`config.mk`:
```
export PLATFORM = sky130hd
export DESIGN_NAME = wb_port_arbiter_flat
export DESIGN_NICKNAME = d
export VERILOG_FILES = /design/src/rtl/wb_port_arbiter_pkg.sv /design/src/rtl/wb_port_arbiter_if.sv /design/src/rtl/wb_port_arbiter_rr_arbiter.sv /design/src/rtl/wb_port_arbiter.sv /design/src/flat_wrapper.sv
export SDC_FILE = /design/constraint.sdc
export NUM_CORES = 1
export LEC_CHECK = 0
export ABC_AREA = 1
export CORE_ASPECT_RATIO = 1.75
export CORE_UTILIZATION = 55
export DETAILED_ROUTE_END_ITERATION = 10
export PLACE_DENSITY_LB_ADDON = 0.25
export SYNTH_ARGS = -nofsm -noshare
export SYNTH_HDL_FRONTEND = slang
export SYNTH_HIERARCHICAL = 1
export SYNTH_SLANG_ARGS = --single-unit
```
`constraint.sdc`:
```
create_clock -name clk -period 9.4 [get_ports clk]
set_clock_uncertainty 0.15 [all_clocks]
set_input_delay 1.88 -clock clk [delete_from_list [all_inputs] [get_ports clk]]
set_output_delay 1.88 -clock clk [all_outputs]
set_load 0.005 [all_outputs]
```
`src/rtl/wb_port_arbiter_pkg.sv`:
```
// wb_port_arbiter shared definitions.
// FU ids and defaults common to the write-back arbiter and CtrlUnit.
package wb_port_arbiter_pkg;

  localparam int NUM_FU_DEF = 5;
  localparam int XLEN_DEF   = 32;
  localparam int CNT_W_DEF  = 32;
  localparam int RD_W       = 5;

  typedef logic [2:0] fu_id_t;

  localparam fu_id_t FU_NONE = 3'd0;
  localparam fu_id_t FU_ALU  = 3'd1;
  localparam fu_id_t FU_MEM  = 3'd2;
  localparam fu_id_t FU_MUL  = 3'd3;
  localparam fu_id_t FU_DIV  = 3'd4;
  localparam fu_id_t FU_JUMP = 3'd5;

  function automatic fu_id_t fu_of_idx(input int idx);
    return fu_id_t'(idx + 1);
  endfunction

endpackage

```
`src/rtl/wb_port_arbiter_if.sv`:
```
// wb_port_arbiter bus bundle.
// FU result handover on one side, register-file write port on the other.
interface wb_port_arbiter_if
  import wb_port_arbiter_pkg::*;
#(
  parameter int NUM_FU = NUM_FU_DEF,
  parameter int XLEN   = XLEN_DEF,
  parameter int CNT_W  = CNT_W_DEF
);

  logic [NUM_FU-1:0]      res_valid;
  logic [NUM_FU-1:0]      res_we;
  logic [NUM_FU*RD_W-1:0] res_rd;
  logic [NUM_FU*XLEN-1:0] res_data;
  logic [NUM_FU-1:0]      res_ready;
  logic                   reg_write;
  logic [RD_W-1:0]        rd_ctrl;
  logic [XLEN-1:0]        wb_data;
  fu_id_t                 write_sel;
  logic [31:0]            pend_rd_mask;
  logic [CNT_W-1:0]       conflict_cnt;

  modport master (
    output res_valid, res_we, res_rd, res_data,
    input  res_ready, reg_write, rd_ctrl, wb_data,
    input  write_sel, pend_rd_mask, conflict_cnt
  );

  modport slave (
    input  res_valid, res_we, res_rd, res_data,
    output res_ready, reg_write, rd_ctrl, wb_data,
    output write_sel, pend_rd_mask, conflict_cnt
  );

endinterface

```
`src/rtl/wb_port_arbiter_rr_arbiter.sv`:
```
// Generic N-way round-robin pick.
// Searches from ptr with wrap; ptr moves just past the winner.
module wb_port_arbiter_rr_arbiter #(
  parameter  int N     = 5,
  localparam int IDX_W = (N > 1) ? $clog2(N) : 1
) (
  input  logic             clk,
  input  logic             rst,
  input  logic [N-1:0]     req,
  output logic [N-1:0]     gnt,
  output logic [IDX_W-1:0] gnt_idx,
  output logic             gnt_any
);

  logic [IDX_W-1:0] ptr_q;
  logic [IDX_W-1:0] ptr_d;
  logic [IDX_W:0]   pos;

  // First requester at or after ptr, wrapping modulo N
  always_comb begin
    gnt     = '0;
    gnt_idx = '0;
    gnt_any = 1'b0;
    pos     = '0;
    for (int k = 0; k < N; k++) begin
      pos = {1'b0, ptr_q} + (IDX_W+1)'(k);
      if (pos >= (IDX_W+1)'(N)) pos = pos - (IDX_W+1)'(N);
      if (!gnt_any && req[pos[IDX_W-1:0]]) begin
        gnt_any                = 1'b1;
        gnt[pos[IDX_W-1:0]]    = 1'b1;
        gnt_idx                = pos[IDX_W-1:0];
      end
    end
  end

  // Pointer advances past the winner, holds when idle
  always_comb begin
    ptr_d = ptr_q;
    if (gnt_any) begin
      if (gnt_idx == IDX_W'(N - 1)) ptr_d = '0;
      else                          ptr_d = gnt_idx + 1'b1;
    end
  end

  // Pointer register
  always_ff @(posedge clk) begin
    if (rst) ptr_q <= '0;
    else     ptr_q <= ptr_d;
  end

endmodule

```
`src/rtl/wb_port_arbiter.sv`:
```
// Write-back port arbiter: one hold slot per FU,
// round-robin retire of one slot per cycle onto the RF write port.
module wb_port_arbiter
  import wb_port_arbiter_pkg::*;
#(
  parameter int NUM_FU = NUM_FU_DEF,
  parameter int XLEN   = XLEN_DEF,
  parameter int CNT_W  = CNT_W_DEF
) (
  input logic               clk,
  input logic               rst,
  wb_port_arbiter_if.slave  bus
);

  localparam int IDX_W = (NUM_FU > 1) ? $clog2(NUM_FU) : 1;

  logic [NUM_FU-1:0] hold_valid_q;
  logic [NUM_FU-1:0] hold_valid_d;
  logic [RD_W-1:0]   hold_rd_q   [NUM_FU];
  logic [RD_W-1:0]   hold_rd_d   [NUM_FU];
  logic [XLEN-1:0]   hold_data_q [NUM_FU];
  logic [XLEN-1:0]   hold_data_d [NUM_FU];

  logic              reg_write_q, reg_write_d;
  logic [RD_W-1:0]   rd_ctrl_q, rd_ctrl_d;
  logic [XLEN-1:0]   wb_data_q, wb_data_d;
  fu_id_t            write_sel_q, write_sel_d;
  logic [CNT_W-1:0]  conflict_cnt_q, conflict_cnt_d;

  logic [NUM_FU-1:0] gnt;
  logic [IDX_W-1:0]  gnt_idx;
  logic              gnt_any;
  logic [NUM_FU-1:0] ready;
  logic [NUM_FU-1:0] load;
  logic [31:0]       pend_rd_mask;
  logic              multi;

  wb_port_arbiter_rr_arbiter #(.N(NUM_FU)) u_rr (
    .clk     (clk),
    .rst     (rst),
    .req     (hold_valid_q),
    .gnt     (gnt),
    .gnt_idx (gnt_idx),
    .gnt_any (gnt_any)
  );

  // Readiness and which handovers actually need a slot
  always_comb begin
    ready = ~hold_valid_q | gnt;
    load  = '0;
    for (int i = 0; i < NUM_FU; i++) begin
      load[i] = bus.res_valid[i] & ready[i] & bus.res_we[i]
              & (bus.res_rd[RD_W*i +: RD_W] != '0);
    end
  end

  // Slot update: retire the granted slot, reload if a result lands
  always_comb begin
    for (int i = 0; i < NUM_FU; i++) begin
      hold_valid_d[i] = load[i] | (hold_valid_q[i] & ~gnt[i]);
      hold_rd_d[i]    = load[i] ? bus.res_rd[RD_W*i +: RD_W]
                                : hold_rd_q[i];
      hold_data_d[i]  = load[i] ? bus.res_data[XLEN*i +: XLEN]
                                : hold_data_q[i];
    end
  end

  // Write-back output select from the granted slot
  always_comb begin
    reg_write_d = gnt_any;
    write_sel_d = gnt_any ? fu_of_idx(int'(gnt_idx)) : FU_NONE;
    rd_ctrl_d   = '0;
    wb_data_d   = '0;
    for (int i = 0; i < NUM_FU; i++) begin
      if (gnt[i]) begin
        rd_ctrl_d = hold_rd_q[i];
        wb_data_d = hold_data_q[i];
      end
    end
  end

  // Pending-destination mask and saturating conflict counter
  always_comb begin
    pend_rd_mask = '0;
    for (int i = 0; i < NUM_FU; i++) begin
      if (hold_valid_q[i]) pend_rd_mask[hold_rd_q[i]] = 1'b1;
    end
    pend_rd_mask[0] = 1'b0;
    multi = $countones(hold_valid_q) > 1;
    conflict_cnt_d = conflict_cnt_q;
    if (multi && (conflict_cnt_q != '1))
      conflict_cnt_d = conflict_cnt_q + 1'b1;
  end

  // State registers
  always_ff @(posedge clk) begin
    if (rst) begin
      hold_valid_q   <= '0;
      reg_write_q    <= 1'b0;
      rd_ctrl_q      <= '0;
      wb_data_q      <= '0;
      write_sel_q    <= FU_NONE;
      conflict_cnt_q <= '0;
      for (int i = 0; i < NUM_FU; i++) begin
        hold_rd_q[i]   <= '0;
        hold_data_q[i] <= '0;
      end
    end else begin
      hold_valid_q   <= hold_valid_d;
      reg_write_q    <= reg_write_d;
      rd_ctrl_q      <= rd_ctrl_d;
      wb_data_q      <= wb_data_d;
      write_sel_q    <= write_sel_d;
      conflict_cnt_q <= conflict_cnt_d;
      for (int i = 0; i < NUM_FU; i++) begin
        hold_rd_q[i]   <= hold_rd_d[i];
        hold_data_q[i] <= hold_data_d[i];
      end
    end
  end

  assign bus.res_ready    = ready;
  assign bus.reg_write    = reg_write_q;
  assign bus.rd_ctrl      = rd_ctrl_q;
  assign bus.wb_data      = wb_data_q;
  assign bus.write_sel    = write_sel_q;
  assign bus.pend_rd_mask = pend_rd_mask;
  assign bus.conflict_cnt = conflict_cnt_q;

endmodule

```
`src/flat_wrapper.sv`:
```
// flat-port wrapper written by rule: the top's interface ports become plain ports
module wb_port_arbiter_flat import wb_port_arbiter_pkg::*;
#(
  parameter int NUM_FU = NUM_FU_DEF,
  parameter int XLEN   = XLEN_DEF,
  parameter int CNT_W  = CNT_W_DEF
)
  (clk, rst, bus_res_valid, bus_res_we, bus_res_rd, bus_res_data, bus_res_ready, bus_reg_write, bus_rd_ctrl, bus_wb_data, bus_write_sel, bus_pend_rd_mask, bus_conflict_cnt);
  wb_port_arbiter_if #(.NUM_FU(NUM_FU), .XLEN(XLEN), .CNT_W(CNT_W)) bus_i ();
  input logic clk;
  input logic rst;
  input wire logic [$bits(bus_i.res_valid)-1:0] bus_res_valid;
  input wire logic [$bits(bus_i.res_we)-1:0] bus_res_we;
  input wire logic [$bits(bus_i.res_rd)-1:0] bus_res_rd;
  input wire logic [$bits(bus_i.res_data)-1:0] bus_res_data;
  output wire logic [$bits(bus_i.res_ready)-1:0] bus_res_ready;
  output wire logic [$bits(bus_i.reg_write)-1:0] bus_reg_write;
  output wire logic [$bits(bus_i.rd_ctrl)-1:0] bus_rd_ctrl;
  output wire logic [$bits(bus_i.wb_data)-1:0] bus_wb_data;
  output wire logic [$bits(bus_i.write_sel)-1:0] bus_write_sel;
  output wire logic [$bits(bus_i.pend_rd_mask)-1:0] bus_pend_rd_mask;
  output wire logic [$bits(bus_i.conflict_cnt)-1:0] bus_conflict_cnt;
  assign bus_i.res_valid = bus_res_valid;
  assign bus_i.res_we = bus_res_we;
  assign bus_i.res_rd = bus_res_rd;
  assign bus_i.res_data = bus_res_data;
  assign bus_res_ready = bus_i.res_ready;
  assign bus_reg_write = bus_i.reg_write;
  assign bus_rd_ctrl = bus_i.rd_ctrl;
  assign bus_wb_data = bus_i.wb_data;
  assign bus_write_sel = bus_i.write_sel;
  assign bus_pend_rd_mask = bus_i.pend_rd_mask;
  assign bus_conflict_cnt = bus_i.conflict_cnt;
  wb_port_arbiter #(.NUM_FU(NUM_FU), .XLEN(XLEN), .CNT_W(CNT_W)) u_core (.clk(clk), .rst(rst), .bus(bus_i));
endmodule
```
==> impl_metrics.tcl, run 1 <==
set metrics [dict create \
    status "complete, but fails checks" \
    violations "capacitance limit, slew limit" \
    die_x_um 122 \
    vias 16100 \
    postRouteAntennaNets 0 \
    synth_fp_nets 2254 \
    cts.sinks 266 \
    cts_tree "yes" \
    endpoint "bus_res_ready[2]" \
    path_class "reg -> out" \
    grt_max_degree 124 \
    die-area_um2 25800 \
    finalSetupViolCount 0 \
    num-fill-cells 1827 \
    place_ws_ps 3200 \
    synth-seq-cells 266 \
    area_delta_synth_final_pct 28.2 \
    slew_headroom -0.0486 \
    post_cts_buffers 0 \
    num-nets-final 2496 \
    syn_area_um2 13800 \
    drive_gt1_frac 0.0756 \
    power.share.clock 0.175 \
    critPathArrivalTime_ps 4860 \
    drt_iter0_drc 1792 \
    dp_hpwl_um 44000 \
    power_frac_comb 0.572 \
    finalPower_mw 5.63 \
    drv_cap 1 \
    regToRegEndpoint "u_core/bus.wb_data[8]" \
    postLayoutCoreUtil 0.720 \
    power_switching_mw 2.89 \
    gp_congestion 1.10 \
    synth_top_cell_by_area "dfxtp_1" \
    h-tree-depth 1 \
    worstReg2RegStart "u_core/u_rr/ptr_q[0]" \
    swShare 0.513 \
    seqCellArea_um2 5330 \
    cts_resized 0 \
    dr.pass1.iters 8 \
    cellPowerDensity_nw_per_um2 317 \
    clock_path_buffers 3 \
    synth_edf_count 0 \
    cts_hold_buf 0 \
    via_per_inst 6.17 \
    worstRegToRegCells 21 \
    pin_count 307 \
    fin_ws_ps 2510 \
    clk_latency_ps 530 \
    clock.fmax_mhz 145 \
    tns_ps 0 \
    yosys.cell_types.count 46 \
    root_buffer "clkbuf_16" \
    routedWlPerCell_um 23.6 \
    power_frac_seq 0.254 \
    leakagePower_nw 6.81 \
    rows 76 \
    min_period_ps 6890 \
    drc 0 \
    ys.flop_type "dfxtp_1" \
    clk_pin_slew_ps 60 \
    die_h_um 212 \
    drv_slew 5 \
    worstPathRequired_ps 7370 \
    ir_worst_vdd_v 0.000203 \
    grt_pass1_vias 16000 \
    end_kind "output port" \
    tightestPinTransition_ps 1560 \
    initial_core_util 0.562 \
    hold_class "reg -> reg" \
    io_buffers 305 \
    synthCells 2044 \
    critical_path.startpoint "u_core/u_rr/ptr_q[0]" \
    multiInputGateArea_um2 7530 \
    path_max_fanout 19 \
    ys_seq_area_frac 0.385 \
    yosys_warnings 6 \
    cp-start-kind "flip-flop" \
    core-area_um2 24600 \
    numCtsBuffers 24 \
    grt_pass1_wl_um 90000 \
    synth_top_cell_area_share 0.385 \
    grt-ovfl-total 0 \
    p_int_mw 2.74 \
    syn_area_per_cell_um2 6.77 \
    yosys-top-cells-area "dfxtp_1 (38%), nor2_1 (12%), o21ai_0 (8.7%)" \
    rsz0062_at_grt "no" \
    totalWireLength_um 61600 \
    finalCritPeriodShare 0.733 \
    hold_viol 0 \
    antenna_found_initial 4 \
    async_flop_share 0 \
    r2r_slack_ps 3730 \
    track_usage 0.475 \
]
power groups by stage:
stage | Sequential (mW) | Combinational (mW) | Clock, mW
final | 1.43 | 3.22 | 0.983
after global routing | 1.44 | 3.36 | 1.03
after CTS | 1.42 | 3.06 | 0.984
after detailed placement | 1.44 | 3.03 | 0
after global placement | 1.44 | 2.97 | 0
after floorplan | 1.41 | 1.91 | 0
worst min path at each step:
stage	start	endpoint	slack, ps	cells past startpoint
finish	u_core/hold_data_q[0][65]	u_core/hold_data_q[0][65]	310	2
floorplan	u_core/hold_data_q[0][33]	u_core/hold_data_q[0][33]	270	2
global route	u_core/hold_data_q[0][65]	u_core/hold_data_q[0][65]	330	2
global placement	u_core/hold_data_q[0][42]	u_core/hold_data_q[0][42]	290	2
detailed placement	u_core/hold_data_q[0][42]	u_core/hold_data_q[0][42]	300	2
CTS	u_core/hold_data_q[0][65]	u_core/hold_data_q[0][65]	310	2
routing by layer:
metal  vias up  global-route usage  wire [um]
met5         -                   0         13
met4         2               0.547       8370
met3       446               0.143       5790
met2      1074               0.809      29800
met1      7360               0.404      17600
li1       7249                   -          -
state kept, by name, indices dropped and copies added, names as in the netlist:
signal and cells:
u_core/hold_data_q 160, u_core/bus.conflict_cnt 32, u_core/bus.wb_data 32, u_core/hold_rd_q 25, u_core/bus.rd_ctrl 5, u_core/hold_valid_q 5, u_core/bus.write_sel 3, u_core/u_rr/ptr_q 3
u_core/bus.reg_write 1
placed cells by master (no fill, tap or decap), types with 2 or more instances in the layout:
master	count
inv_1	123
inv_2	13
nand2_4	6
xor2_1	9
nor2_2	11
diode_2	2
nand3_4	2
dfxtp_1	266
o2111ai_1	15
o21ai_1	3
o21ai_0	241
clkbuf_16	25
o22ai_1	4
nand2_2	39
fa_1	2
nand3_1	119
nor2_1	433
ha_1	11
o211ai_1	33
nor2_8	4
a21oi_2	20
a22oi_1	21
o21ai_2	2
nor3_2	8
bufinv_16	2
a21oi_1	156
clkinv_2	5
nand3b_1	2
nand2_1	305
buf_4	19
inv_4	2
xnor2_1	7
nand3_2	6
nor3_1	40
clkinv_1	5
nor2_4	2
clkdlybuf4s50_1	304
clkbuf_1	7
nand4_1	17
cells in the mapped netlist (2+ instances only):
cell type    n
nand2_4      6
o21ai_2      2
clkbuf_1    73
inv_2       13
nand3_4      2
buf_6        3
a21oi_1    156
fa_1         2
a22oi_1     21
nand3b_1     2
nor3_1      48
xnor2_1      7
nand2_1    305
nand2_2     39
buf_2       20
o21ai_1      3
clkinv_1     5
o21ai_0    241
nor2_8       4
nand3_1    119
nor2_4       2
a21oi_2     20
o211ai_1    33
inv_1      124
nor2_2      11
o2111ai_1   15
dfxtp_1    266
nor2_1     433
nand3_2      6
buf_1        9
o22ai_1      4
xor2_1       9
nand4_1     17
buf_12       2
ha_1        11
worst max-delay path, stage by stage, from the launching register on:
cell	delay, ps
dfxtp_1	700
inv_2	250
ha_1	290
ha_1	340
inv_1	260
a21oi_4	150
nor2_2	150
nand3_2	120
inv_2	110
nor2_8	60
nor2_8	180
nand3_4	120
nor2_2	120
nand2_1	60
nand2_1	90
nor2_1	60
inv_1	480
nor2_1	170
inv_1	110
clkdlybuf4s50_1	500
per-stage QoR:
stage / hold slack [ps] / instance area, um^2 / instances
floorplan: 275 / 13800 / 2044
global placement: 287 / 17000 / 2572
detailed placement: 299 / 17000 / 2572
CTS: 308 / 17700 / 2613
global route: 331 / 17700 / 2613
finish: 308 / 17700 / 2615
cell type report:
type	count	share of cell area
tap	312	0.0220
clock inverter	8	0.00529
multi-input combinational	1527	0.424
timing repair buffer	324	0.180
inverter	143	0.0305
clock buffer	33	0.0375
sequential	266	0.300
antenna	2	0.000282
kinds of logic after synthesis:
family,after synthesis,synth area share
AO/OA/AOI/OAI,499,0.202
XOR/XNOR,17,0.0113
adder cells (fa/ha/maj),13,0.0128
buffers and inverters,251,0.0743
flip-flops,266,0.385
other,1,0.000271
AND/OR/NAND/NOR,997,0.315
Note: power is estimated with default switching activity, not from simulation.
==> run 2: changes to the inputs <==
- CORE_UTILIZATION: 55 -> 46
- clock period: 9.4 -> 5.8 ns (I/O delays scaled with it)
==> impl_metrics.tcl, run 2 (synthesis gave the netlist of run 1 again) <==
set metrics [dict create \
    status "completed" \
    path_class "reg -> out" \
    initial_core_util 0.469 \
    track_usage 0.364 \
    cpMostUsedCell "inv_1" \
    drt_iter0_drc 1064 \
    max_stage_delay_ps 500 \
    cp-start-kind "flip-flop" \
    drive_gt1_frac 0.0820 \
    critical_path.startpoint "u_core/u_rr/ptr_q[1]" \
    crit_chain "inv_1, ha_1, ha_1, inv_1, a21oi_4, nor2_8, nand2_4, nand3_2, nand2_4, nor2_1, a32oi_1, nand4_1, nor2_1, inv_1, clkdlybuf4s50_1" \
    numPlacedInstances 2658 \
    gp_congestion 1.06 \
    slew_headroom 0.0253 \
    h-tree-depth 1 \
    crit_slowest_cell "dfxtp_1" \
    drv_slew 0 \
    core-area_um2 29500 \
    regToRegEndpoint "u_core/bus.rd_ctrl[3]" \
    cp.buffers_inverters 4 \
    clock.fmax_mhz 183 \
    stdcell_area_um2 18000 \
    tightestPinTransition_ps 1450 \
    dpl_cell_area_um2 17200 \
    num-nets-final 2512 \
    path_max_fanout 7 \
    hold_viol 0 \
    stdcell_count 2701 \
    grt_pass1_wl_um 84600 \
    final_common_cell "nor2_1" \
    hold_class "reg -> reg" \
    power_frac_seq 0.251 \
    grt-ovfl-total 0 \
    numCtsBuffers 24 \
    r2r_slack_ps 1090 \
    dp_hpwl_um 42800 \
    worstReg2RegStart "u_core/u_rr/ptr_q[1]" \
    min_period_ps 5480 \
    power.share.clock 0.186 \
    num-fill-cells 2748 \
    drv_cap 0 \
    p_int_mw 4.62 \
    finalSetupViolCount 0 \
    drc 0 \
    largest_reg_flops 160 \
    worstRegToRegCells 21 \
    antenna_found_initial 2 \
    die_h_um 231 \
    postLayoutCoreUtil 0.611 \
    hold_depth 2 \
    cts.sinks 266 \
    final_cell_mix "nor2_1 (433), nand2_1 (305), clkdlybuf4s50_1 (304)" \
    cellPowerDensity_nw_per_um2 506 \
    io_buffers 305 \
    routedWlPerCell_um 21.1 \
    ir_worst_vdd_v 0.000337 \
    die_x_um 133 \
    clk_latency_ps 560 \
    root_buffer "clkbuf_16" \
    pin_count 307 \
    totalWireLength_um 56900 \
    cts_resized 0 \
    rsz0062_at_grt "no" \
    postRouteAntennaNets 0 \
    regMostFlops "u_core/hold_data_q" \
    dr.pass1.iters 7 \
    cp_top_family "simple AND/OR/NAND/NOR gates" \
    critPathArrivalTime_ps 4170 \
    grt_pass1_vias 15000 \
    finalCritPeriodShare 0.944 \
    worstPathRequired_ps 4490 \
    rows 83 \
    power_switching_mw 4.50 \
    post_cts_buffers 0 \
    leakagePower_nw 6.92 \
    crit_cells 15 \
    grt_max_degree 153 \
    cts_tree "yes" \
    via_per_inst 5.59 \
    power_frac_comb 0.563 \
    clock_path_buffers 3 \
    cts_hold_buf 0 \
    end_kind "output port" \
    finalPower_mw 9.12 \
    endpoint "bus_res_ready[0]" \
    swShare 0.493 \
    clk_pin_slew_ps 70 \
    tns_ps 0 \
    vias 15100 \
    die-area_um2 30800 \
    area_delta_synth_final_pct 30.2 \
]
[run 2: cell count changes in the layout (fill, tap and decap cells not counted), sizes merged]
| cell | previous run | this run |
|---|---|---|
| inv | 139 | 142 |
| buf | 20 | 36 |
| clkinvlp | 0 | 1 |
| clkinv | 10 | 7 |
| bufinv | 2 | 3 |
| clkbuf | 33 | 31 |
[run 2: power groups by stage]
stage	Combinational [mW]	Sequential [mW]	Clock, mW
2_1_floorplan	3.10	2.28	0
3_3_place_gp	5.01	2.32	0
3_5_place_dp	5.05	2.33	0
4_1_cts	5.07	2.29	1.71
5_1_grt	5.49	2.31	1.79
6_report	5.13	2.29	1.70
[run 2: cell type report]
| cell class | instances | area (um^2) | area share |
|---|---|---|---|
| multi-input cells | 1527 | 7490 | 0.416 |
| flip-flops and latches | 266 | 5330 | 0.296 |
| repair buffers | 340 | 3340 | 0.185 |
| clock buffers | 31 | 687 | 0.0381 |
| inverters | 143 | 542 | 0.0301 |
| well taps | 382 | 478 | 0.0265 |
| clock inverters | 10 | 150 | 0.00833 |
| diodes | 2 | 5.00 | 0.000278 |
[run 2: how the worst min path moves through the flow]
stage                                          start                          to  slack [ps]
after floorplan            u_core/hold_data_q[0][33]   u_core/hold_data_q[0][33]         270
after global placement     u_core/hold_data_q[0][80]   u_core/hold_data_q[0][80]         290
final                      u_core/hold_data_q[0][80]   u_core/hold_data_q[0][80]         320
after CTS                  u_core/hold_data_q[0][80]   u_core/hold_data_q[0][80]         320
after global routing      u_core/hold_data_q[0][136]  u_core/hold_data_q[0][136]         350
after detailed placement   u_core/hold_data_q[0][80]   u_core/hold_data_q[0][80]         310
[run 2: metrics by stage]
step / hold WS (ps) / worst slack, ps
CTS: 320 / 276
global route: 350 / 88.3
floorplan: 275 / 1700
finish: 321 / 324
detailed placement: 306 / 848
global placement: 294 / 881
[run 2: routing by layer]
metal / GRT usage / vias up / share of wire
met4: 0.316 / 0 / 0.096
met1: 0.346 / 6985 / 0.33
met2: 0.677 / 613 / 0.52
met3: 0.0523 / 215 / 0.053
li1: - / 7287 / -
met5: 0 / - / 0
[run 2: worst reg2reg max path, stage by stage, from the launching register on]
cell      delay, ps
dfxtp_1         500
inv_1           230
ha_1            520
xor2_1          350
nand2_1          90
o21ai_1         160
nand2_1         110
inv_1           120
nand3_1          80
nand3_1         180
nand3_4         130
nor2_2          150
nand2_1          70
nand2_1          80
nor2_2           40
inv_1           120
buf_4           360
clkinv_1        150
buf_4           200
o211ai_1        450
o211ai_1        240
a21oi_1         190
